[src/rtl/eviction_writeback_ctrl_pkg.sv]
// Shared definitions for the dirty-line writeback path between the cache controller and pmem.
package eviction_writeback_ctrl_pkg;

  localparam int LINE_ADDR_W = 12;
  localparam int OFFSET_W    = 4;
  localparam int DATA_W      = 128;
  localparam int BYTE_ADDR_W = LINE_ADDR_W + OFFSET_W;

  typedef enum logic [1:0] {
    IDLE  = 2'd0,
    READ  = 2'd1,
    WRITE = 2'd2
  } wb_state_t;

  function automatic logic [BYTE_ADDR_W-1:0] line_to_byte(input logic [LINE_ADDR_W-1:0] line);
    return {line, {OFFSET_W{1'b0}}};
  endfunction

endpackage

[src/rtl/eviction_writeback_ctrl.sv]
// Parks one dirty line in the external eviction buffer, lets the pending fill go first,
// serves fills that hit the parked line, and drains it to pmem when the port is free.
module eviction_writeback_ctrl
  import eviction_writeback_ctrl_pkg::*;
(
  input  logic                   clk,
  input  logic                   rst,
  input  logic                   evict_req,
  input  logic [LINE_ADDR_W-1:0] evict_addr,
  input  logic [DATA_W-1:0]      evict_data,
  output logic                   evict_ack,
  input  logic                   mem_read,
  input  logic [LINE_ADDR_W-1:0] mem_addr,
  output logic [DATA_W-1:0]      mem_rdata,
  output logic                   mem_resp,
  output logic                   evb_load,
  input  logic [LINE_ADDR_W-1:0] evb_addr,
  input  logic [DATA_W-1:0]      evb_data,
  output logic                   pmem_read,
  output logic                   pmem_write,
  output logic [BYTE_ADDR_W-1:0] pmem_address,
  output logic [DATA_W-1:0]      pmem_wdata,
  input  logic [DATA_W-1:0]      pmem_rdata,
  input  logic                   pmem_resp,
  output logic                   wb_idle,
  output logic [15:0]            wb_count
);

  wb_state_t   state_q, state_d;
  logic        buf_valid_q, buf_valid_d;
  logic [15:0] wb_count_q, wb_count_d;
  logic        rst_dly_q;
  logic        quiet, accept, hit;
  logic        unused_evict_data;

  // evict_data is wired straight into the parent's buffer; only the load strobe comes from here.
  assign unused_evict_data = ^evict_data;

  always_comb begin
    quiet       = rst | rst_dly_q;
    accept      = ~quiet & evict_req & ~buf_valid_q & (state_q != WRITE);
    hit         = (state_q == IDLE) & mem_read & buf_valid_q & (mem_addr == evb_addr);
    state_d     = state_q;
    buf_valid_d = buf_valid_q | accept;
    wb_count_d  = wb_count_q;
    mem_resp     = 1'b0;
    mem_rdata    = '0;
    pmem_read    = 1'b0;
    pmem_write   = 1'b0;
    pmem_address = '0;
    unique case (state_q)
      IDLE: begin
        if (hit) begin
          mem_resp  = 1'b1;
          mem_rdata = evb_data;
        end else if (mem_read) begin
          state_d = READ;
        end else if (buf_valid_q) begin
          state_d = WRITE;
        end
      end
      READ: begin
        pmem_read    = 1'b1;
        pmem_address = line_to_byte(mem_addr);
        if (pmem_resp) begin
          mem_resp  = 1'b1;
          mem_rdata = pmem_rdata;
          state_d   = IDLE;
        end
      end
      WRITE: begin
        pmem_write   = 1'b1;
        pmem_address = line_to_byte(evb_addr);
        if (pmem_resp) begin
          buf_valid_d = 1'b0;
          wb_count_d  = (wb_count_q == 16'hFFFF) ? wb_count_q : wb_count_q + 16'd1;
          state_d     = IDLE;
        end
      end
      default: state_d = IDLE;
    endcase
    // Hold every strobe low through the reset cycle and the one after it.
    if (quiet) begin
      mem_resp     = 1'b0;
      mem_rdata    = '0;
      pmem_read    = 1'b0;
      pmem_write   = 1'b0;
      pmem_address = '0;
    end
  end

  assign evict_ack  = accept;
  assign evb_load   = accept;
  assign pmem_wdata = quiet ? '0 : evb_data;
  assign wb_idle    = quiet | ((state_q == IDLE) & ~buf_valid_q);
  assign wb_count   = quiet ? '0 : wb_count_q;

  always_ff @(posedge clk) begin
    rst_dly_q <= rst;
    if (rst) begin
      state_q     <= IDLE;
      buf_valid_q <= 1'b0;
      wb_count_q  <= '0;
    end else begin
      state_q     <= state_d;
      buf_valid_q <= buf_valid_d;
      wb_count_q  <= wb_count_d;
    end
  end

  a_no_evict_read_alias: assert property (@(posedge clk) disable iff (rst)
    !(accept && mem_read && (mem_addr == evict_addr)));

  a_pmem_strobes_exclusive: assert property (@(posedge clk) disable iff (rst)
    !(pmem_read && pmem_write));

endmodule

[config.mk]
export PLATFORM = sky130hd
export DESIGN_NAME = eviction_writeback_ctrl
export DESIGN_NICKNAME = d
export VERILOG_FILES = /design/src/rtl/eviction_writeback_ctrl_pkg.sv /design/src/rtl/eviction_writeback_ctrl.sv
export SDC_FILE = /design/constraint.sdc
export NUM_CORES = 1
export LEC_CHECK = 0
export CAP_MARGIN = 0
export CORE_AREA = 3 3 275 277
export DETAILED_ROUTE_END_ITERATION = 10
export DIE_AREA = 0 0 278 280
export HOLD_SLACK_MARGIN = 0.05
export PLACE_DENSITY = 0.36
export SETUP_SLACK_MARGIN = 0.02
export SYNTH_ARGS = -nofsm -noshare
export SYNTH_HDL_FRONTEND = slang
export SYNTH_SLANG_ARGS = --single-unit
[constraint.sdc]
create_clock -name clk -period 2.71 [get_ports clk]
set_clock_uncertainty 0.15 [all_clocks]
set_input_delay 0.542 -clock clk [delete_from_list [all_inputs] [get_ports clk]]
set_output_delay 0.542 -clock clk [all_outputs]
set_load 0.03 [all_outputs]
Word level (Yosys, flattened, before mapping)
Index checks and enable logic that the tools add are counted.
{ "totals": {"wordCells": 53, "out_inout_bits": 294, "register_bits": 20} }
{ "classes": {"n_eq_ne": 8, "n_mux": 23, "n_reduce_logical": 4, "n_addsub": 1, "bitwise": 13} }
{ "op_table": {"columns": ["operator", "count"], "rows": [
  ["$mux 128", 4],
  ["$pmux 128 s2", 1],
  ["$mux 16", 2],
  ["$pmux 16 s2", 1],
  ["$add 16x1->16 const B", 1],
  ["$eq 16x16->1 const B", 1],
  ["$eq 12x12->1", 1],
  ["$mux 1", 9],
  ["$mux 2", 4],
  ["$and 1x1->1", 7],
  ["$reduce_and 3->1", 2],
  ["$ne 2x2->1 const B", 2],
  ["$pmux 2 s2", 1],
  ["$ne 3x3->1 const B", 1],
  ["$not 1->1", 3],
  ["$or 1x1->1", 3],
  ["$eq 2x1->1 const B", 1],
  ["$eq 2x2->1 const B", 1],
  ["$logic_not 2->1", 1],
  ["$ne 2x1->1 const B", 1],
  ["$pmux 1 s2", 1],
  ["$reduce_or 2->1", 1]
]} }

Longest topological paths before layout
Gate-level depths: netlist (run 1).
{ "logic_depth": {"ltp_word": 8, "ltp_mapped": 8, "depth_no_buf": 7} }

Worst setup path before layout (run 1)
OpenSTA, ideal clock, no wires.
{ "synth_timing": {"kind": "input-to-output", "start": "input port mem_addr[3]", "end": "output port mem_rdata[100]", "stages": 7, "path_buffers": 2, "required_time_ns": 2.018, "arrival_ns": 2.080, "setup_slack_ns": -0.062, "cell_sequence": "xnor2_1 -> nand4_1 -> nor4_4 -> buf_2 -> buf_4 -> a22oi_1 -> nor2_1"} }
{ "synth_between": {"elab_chain_len": 5} }
{ "synth_lines": {"columns": ["element", "line_no", "text"], "rows": [
  ["start: declaration", "eviction_writeback_ctrl.sv:13", "input logic [LINE_ADDR_W-1:0] mem_addr,"],
  ["$eq 12x12->1", "eviction_writeback_ctrl.sv:42", "hit = (state_q == IDLE) & mem_read & buf_valid_q & (mem_addr == evb_addr);"],
  ["$and 1x1->1", "eviction_writeback_ctrl.sv:42", null],
  ["$mux 128", "eviction_writeback_ctrl.sv:53", "if (hit) begin"],
  ["$pmux 128 s2", "eviction_writeback_ctrl.sv:51", "unique case (state_q)"],
  ["$mux 128", "eviction_writeback_ctrl.sv:83", "if (quiet) begin"],
  ["end: declaration", "eviction_writeback_ctrl.sv:14", "output logic [DATA_W-1:0] mem_rdata,"]
]} }
Every way passes these cells.

Worst setup path after layout (run 1)
{ "layout_timing": {"start": "input port mem_read", "end": "output port mem_rdata[100]"} }
{ "layout_between": {"elab_chain_len": 6} }
{ "layout_lines": {"columns": ["element", "line_no", "text"], "rows": [
  ["start: declaration", "eviction_writeback_ctrl.sv:12", "input logic mem_read,"],
  ["$and 1x1->1 (3 in series)", "eviction_writeback_ctrl.sv:42", null],
  ["$mux 128", "eviction_writeback_ctrl.sv:53", null],
  ["$pmux 128 s2", "eviction_writeback_ctrl.sv:51", null],
  ["$mux 128", "eviction_writeback_ctrl.sv:83", null]
]} }
Every way passes these cells.

==> flow_summary_export.csv, run 1 <==
group,metric,value,unit
detailed_routing,drtIter0Drc,228,
detailed_routing,dr.pass1.iters,6,
clock_network,insertion_delay,250,ps
layout,drive_gt1_frac,0.522,
synth,synth_edf_count,0,
critical_path,arrival,2330,ps
clock_network,clock_sinks,20,
timing,period_share,1.11,
timing,setup_viol,129,
die,die-area,77800,um2
synth,synth-seq-cells,20,
pwr,peakVddDrop,0.171,mV
global_routing,grt_use_total,0.113,
min_path,hold_path_end,"wb_count_q[7]",
die,core_area,73100,um2
synth,synth_area_leaders,"a22oi_1, and2_1, nor2_1, dfxtp_1, clkbuf_1",
synth,synth.top_cell.area_share,0.264,
layout,fin_area,13800,um2
die,die_w,278,um
place,place_hpwl,39.0,mm
synth,synth_most_common_cell,"nor2_1",
synth,synth_async_sr_flop_share,0,
critical_path,cp_data_required_time,2020,ps
timing,hold_violations,0,
detailed_routing,routed_wl,48.9,mm
synth,syn_inst,631,
detailed_routing,num_vias,7462,
clock_network,ctsLongestPathBuffers,2,
status,outcome,"complete, but fails checks",
die,die_h,280,um
synth,avgSynthCellArea,6.26,um2
detailed_routing,ant_nets,0,
clock_network,postCtsHoldBufs,0,
clock_network,cts-htree-levels,1,
critical_path,crit_path_max_fanout,5,
pwr,cellPowerDensity,176,nW/um2
global_routing,overflow,0,
critical_path,r2r_end,"state_q[1]",
detailed_routing,drt-vias-per-instance,3.40,
global_routing,grt_antenna_before_repair,10,
layout,regArea,400,um2
place,gp_congestion,0.839,
status,failed_checks,"setup timing",
synth,yosysWarningCount,0,
timing,finalSetupTns,-26670,ps
min_path,hold_depth,1,
synth,seq_area_frac_synth,0.101,
synth,ys_types,35,
layout,multi_input_area,4150,um2
layout,post-route-util,0.189,
pwr,p_leak,4.91,nW
layout,num-fill-cells,8117,
synth,synthesis.area,3950,um2
critical_path,reg2reg_slack,210,ps
timing,fmax,331,MHz
clock_network,root_buffer,"clkbuf_16",
global_routing,grt_max_degree,38,
global_routing,grt_pass1_vias,7744,
critical_path,setup.worst_path.class,"in2out",
synth,synth_flop_cell,"dfxtp_1",
place,placed_area,12200,um2
run,maxCapViolCount,0,
layout,fin_cells,2197,
synth,synth_common_cells,"nor2_1, and2_1, a22oi_1",
pwr,total_power,2.43,mW
clock_network,cts_made_buffers,3,
global_routing,grt_pass1_wl,62.8,mm
critical_path,worst_setup_path_start_kind,"input pin",
place,portBuffers,574,
detailed_routing,wire_per_inst,22.2,um
clock_network,cts_tree,"built",
timing,drv_slew,0,
critical_path,r2r_start,"state_q[0]",
min_path,min-delay-start,"wb_count_q[7]",
layout,nets,1666,
critical_path,end_kind,"primary output",
timing,rsz0062_at_grt,"yes",
die,rows,99,
timing,layout_setup_ws,-307,ps
critical_path,ff2ff_path_depth,10,
place,place_inst,2164,
critical_path,critPathLaunch,"mem_read",
timing,fin_crit,3020,ps
min_path,hp-class,"reg2reg",
layout,area_growth,249,%
die,start_util,0.0541,
die,pin_count,719,
clock_network,clk_pin_slew,60,ps
synth,yosysTopAreaCell,"a22oi_1",
detailed_routing,drc,0,
worst max-delay path by stage:
stage | to | slack [ps] | depth (start not counted)
3_3_place_gp | mem_rdata[27] | -830 | 8
2_1_floorplan | mem_rdata[127] | 60 | 6
3_5_place_dp | mem_rdata[27] | -870 | 8
5_1_grt | mem_rdata[124] | -420 | 10
6_report | mem_rdata[100] | -310 | 10
4_1_cts | mem_rdata[10] | -350 | 9
registers in the layout, summed over array words and instances, names as in the netlist:
| name | flops |
|---|---|
| rst_dly_q | 1 |
| wb_count_q | 16 |
| state_q | 2 |
| buf_valid_q | 1 |
what timing repair did:
item / CTS / global route
gates cloned: 8 / 6
endpoints found under the setup margin: 209 / 129
gates resized for setup: 235 / 126
buffers inserted: 14 / 7
pin swaps: 48 / 94
layout by cell type (no fill, tap or decap), types with 2 or more instances in the layout:
master,synthesis,routed
nor3_1,3,3
xnor2_1,15,9
or3_1,2,2
and2_1,149,148
xor2_1,9,9
buf_4,14,129
inv_1,5,5
nand2_1,8,8
buf_2,3,13
nand4_1,10,10
clkdlybuf4s50_1,0,257
a21oi_1,5,5
clkdlybuf4s15_1,0,3
nor2_4,0,3
nor2_1,160,43
nand3_1,7,6
nor2_2,0,114
a22oi_1,139,31
buf_8,0,9
o21ai_0,4,3
diode_2,0,3
conb_1,1,4
clkbuf_16,0,8
buf_12,0,125
clkdlybuf4s15_2,0,3
bufbuf_16,0,3
buf_16,0,5
and3_1,6,6
ha_1,4,4
buf_6,0,112
dlygate4sd2_1,0,2
dfxtp_1,20,20
a22oi_2,0,108
o2111ai_1,2,2
xnor2_2,0,6
report_power, final:
part | leakage [nW] | switching (mW) | internal (mW) | total [mW]
clock | 0.0370 | 0.113 | 0.195 | 0.307
combinational | 4.71 | 0.901 | 0.919 | 1.82
sequential | 0.162 | 0.00567 | 0.301 | 0.307
total | 4.91 | 1.02 | 1.41 | 2.43
layer usage:
metal | wire, um | global-route usage | share of wire
met5 | 53 | 0 | 0.0011
met1 | 18700 | 0.128 | 0.38
met4 | 1250 | 0.0278 | 0.026
met2 | 23300 | 0.194 | 0.48
met3 | 5530 | 0.0508 | 0.11
cell families (layout without fill, tap and decap cells):
| logic type | count (synthesis) | count (layout) | synth area share |
|---|---|---|---|
| AO/OA/AOI/OAI | 157 | 157 | 0.294 |
| XOR/XNOR | 24 | 24 | 0.0532 |
| adder cells (fa/ha/maj) | 4 | 4 | 0.0127 |
| buffers and inverters | 74 | 675 | 0.0845 |
| flip-flops | 20 | 20 | 0.101 |
| multiplexers | 1 | 1 | 0.00253 |
| other | 1 | 7 | 0.000949 |
| AND/OR/NAND/NOR | 350 | 350 | 0.451 |
worst max-delay path: stages:
cell and delay [ps]:
dlygate4sd2_1 300, nand4_1 180, nor4_4 350, buf_6 220, buf_12 160, buf_12 120
buf_16 100, a22oi_1 80, nor2_2 110, buf_6 140
cell type report:
class,count,share of cell area
Sequential cell,20,0.0290
Clock buffer,3,0.00544
Tap cell,959,0.0869
Multi-Input combinational cell,540,0.300
Timing Repair Buffer,667,0.576
Antenna cell,3,0.000544
Inverter,5,0.00136
per-stage QoR:
step                      hold slack [ps]  worst slack, ps
final                                 381             -307
after global routing                  395             -415
after CTS                             379             -348
after detailed placement              374             -871
after global placement                361             -829
after floorplan                       306             61.8
Note: power is estimated with default switching activity, not from simulation.
==> run 2: changes to the inputs <==
--- a/config.mk
+++ b/config.mk
@@ -7,6 +7,7 @@
 export LEC_CHECK = 0
 export CAP_MARGIN = 0
 export CORE_AREA = 3 3 275 277
+export CTS_CLUSTER_DIAMETER = 30
 export DETAILED_ROUTE_END_ITERATION = 10
 export DIE_AREA = 0 0 278 280
 export HOLD_SLACK_MARGIN = 0.05
==> results of run 2 <==
No change in the layout: final DEF, timing and power equal those of run 1.
==> run 3: changes to the inputs <==
--- a/config.mk
+++ b/config.mk
@@ -11,7 +11,6 @@
 export DETAILED_ROUTE_END_ITERATION = 10
 export DIE_AREA = 0 0 278 280
 export HOLD_SLACK_MARGIN = 0.05
-export PLACE_DENSITY = 0.36
 export SETUP_SLACK_MARGIN = 0.02
 export SYNTH_ARGS = -nofsm -noshare
 export SYNTH_HDL_FRONTEND = slang
==> flow_summary_export.csv, run 3 (synthesis gave the netlist of run 1 again) <==
group,metric,value,unit
die,die-area,77800,um2
die,start_util,0.0541,
place,portBuffers,574,
layout,layout_common_cells,"clkdlybuf4s50_1, buf_4, and2_1, nor2_2, a22oi_1",
die,pin_count,719,
global_routing,grt_busiest_layer,"met2",
layout,post-route-util,0.172,
timing,rsz0062_at_grt,"yes",
status,outcome,"complete, but fails checks",
critical_path,crit_chain,"buf_6 > xnor2_1 > nand4_1 > nor4_4 > buf_4 > buf_12 > buf_12 > buf_16 > a22oi_1 > nor2_2 > buf_6",
layout,largest_reg_flops,16,
place,place_ws,-649,ps
global_routing,use_met2,0.152,
detailed_routing,wire_per_inst,16.9,um
detailed_routing,ant_nets,0,
detailed_routing,routed_wl,37.0,mm
global_routing,grt_pass1_vias,7422,
pwr,cellPowerDensity,186,nW/um2
global_routing,grt_pass1_wl,49.9,mm
timing,fmax,336,MHz
die,core_area,73100,um2
clock_network,cts_made_buffers,3,
critical_path,setup.worst_path.class,"in2out",
critical_path,arrival,2290,ps
clock_network,cts-htree-levels,1,
layout,layout_commonest_cell,"clkdlybuf4s50_1",
detailed_routing,drtIter0Drc,241,
die,die_w,278,um
layout,reg_top3,"wb_count_q: 16 flops, state_q: 2 flops",
place,place_inst,2165,
status,failed_checks,"setup timing",
global_routing,grt_antenna_before_repair,6,
global_routing,grt_util_met1,0.0969,
min_path,hold_path_end,"state_q[0]",
layout,drive_gt1_frac,0.463,
timing,hold_violations,0,
timing,drv_slew,0,
layout,nets,1660,
detailed_routing,drt-vias-per-instance,3.28,
critical_path,end_kind,"primary output",
critical_path,cp_data_required_time,2020,ps
critical_path,r2r_end,"state_q[1]",
run,maxCapViolCount,0,
die,rows,99,
detailed_routing,dr.pass1.iters,6,
min_path,hp-class,"reg2reg",
pwr,peakVddDrop,0.271,mV
clock_network,clock_sinks,20,
global_routing,grt_max_degree,53,
min_path,min-delay-start,"state_q[0]",
clock_network,ctsLongestPathBuffers,2,
clock_network,postCtsHoldBufs,0,
layout,area_growth,217,%
critical_path,critPathMaxStageDelay,320,ps
detailed_routing,drc,0,
place,place_hpwl,30.0,mm
critical_path,crit_path_max_fanout,13,
global_routing,grt_use_met3,0.0255,
pwr,p_leak,4.61,nW
timing,whs,348,ps
critical_path,reg2reg_slack,240,ps
global_routing,grt_use_total,0.0852,
timing,setup_viol,129,
timing,layout_setup_ws,-270,ps
clock_network,root_buffer,"clkbuf_16",
clock_network,insertion_delay,260,ps
layout,fin_cells,2194,
critical_path,ff2ff_path_depth,11,
min_path,hold_depth,2,
global_routing,overflow,0,
critical_path,worst_setup_path_start_kind,"input pin",
critical_path,r2r_start,"state_q[1]",
critical_path,cp_slowest_cell,"nor4_4",
layout,num-fill-cells,8201,
die,die_h,280,um
clock_network,clk_pin_slew,60,ps
timing,fin_crit,2980,ps
place,gp_congestion,0.803,
detailed_routing,num_vias,7201,
layout,largest_register,"wb_count_q",
clock_network,cts_tree,"built",
timing,period_share,1.10,
-- run 3: per-stage QoR --
| stage | TNS [ps] | total power, mW | area, um2 |
|---|---|---|---|
| after floorplan | 0 | 0.898 | 4240 |
| after global placement | -64000 | 1.86 | 11600 |
| after detailed placement | -68970 | 1.86 | 11600 |
| after CTS | -22100 | 2.33 | 12200 |
| after global routing | -34490 | 2.45 | 12500 |
| final | -20650 | 2.33 | 12500 |
-- run 3: metal layers --
layer,vias to the layer above,wire length (um)
li1,3401,-
met1,3312,14200
met2,434,18300
met3,50,3350
met4,4,1150
met5,-,27
-- run 3: power by group --
part / internal [mW] / switching [mW]
clock network: 0.293 / 0.124
registers: 0.302 / 0.00699
logic: 0.819 / 0.784
-- run 3: how the worst max path moves through the flow --
stage               cells after the start        start        endpoint
finish                                 11  evb_addr[4]   mem_rdata[37]
global route                           11  evb_addr[4]   mem_rdata[79]
CTS                                    10  evb_addr[0]   mem_rdata[95]
detailed placement                      9  evb_addr[5]   mem_rdata[18]
global placement                        9  evb_addr[3]   mem_rdata[18]
floorplan                               6  mem_addr[3]  mem_rdata[127]
-- run 3: worst max-delay path, delay by kind of cell --
kind                   cells  cell delay (ps)
AND/OR/NAND/NOR            3              640
AO/OA/AOI/OAI              1              110
XOR/XNOR                   1              150
buffers and inverters      6              810
-- run 3: repair_timing --
action | CTS | global route
setup endpoints to repair | 217 | 129
gates resized for setup | 167 | 76
pin swaps | 20 | 42
hold endpoints to repair | 0 | 0
buffers inserted | 7 | 8
gates cloned | 5 | 3
-- run 3: cell type report --
class,instances,area (um2),share of cell area
Antenna cell,5,12.5,0.000998
Clock buffer,3,75.1,0.00599
Clock inverter,1,30.0,0.00239
Inverter,5,18.8,0.00150
Multi-Input combinational cell,540,3780,0.302
Sequential cell,20,403,0.0321
Tap cell,959,1200,0.0957
Timing Repair Buffer,661,7020,0.560
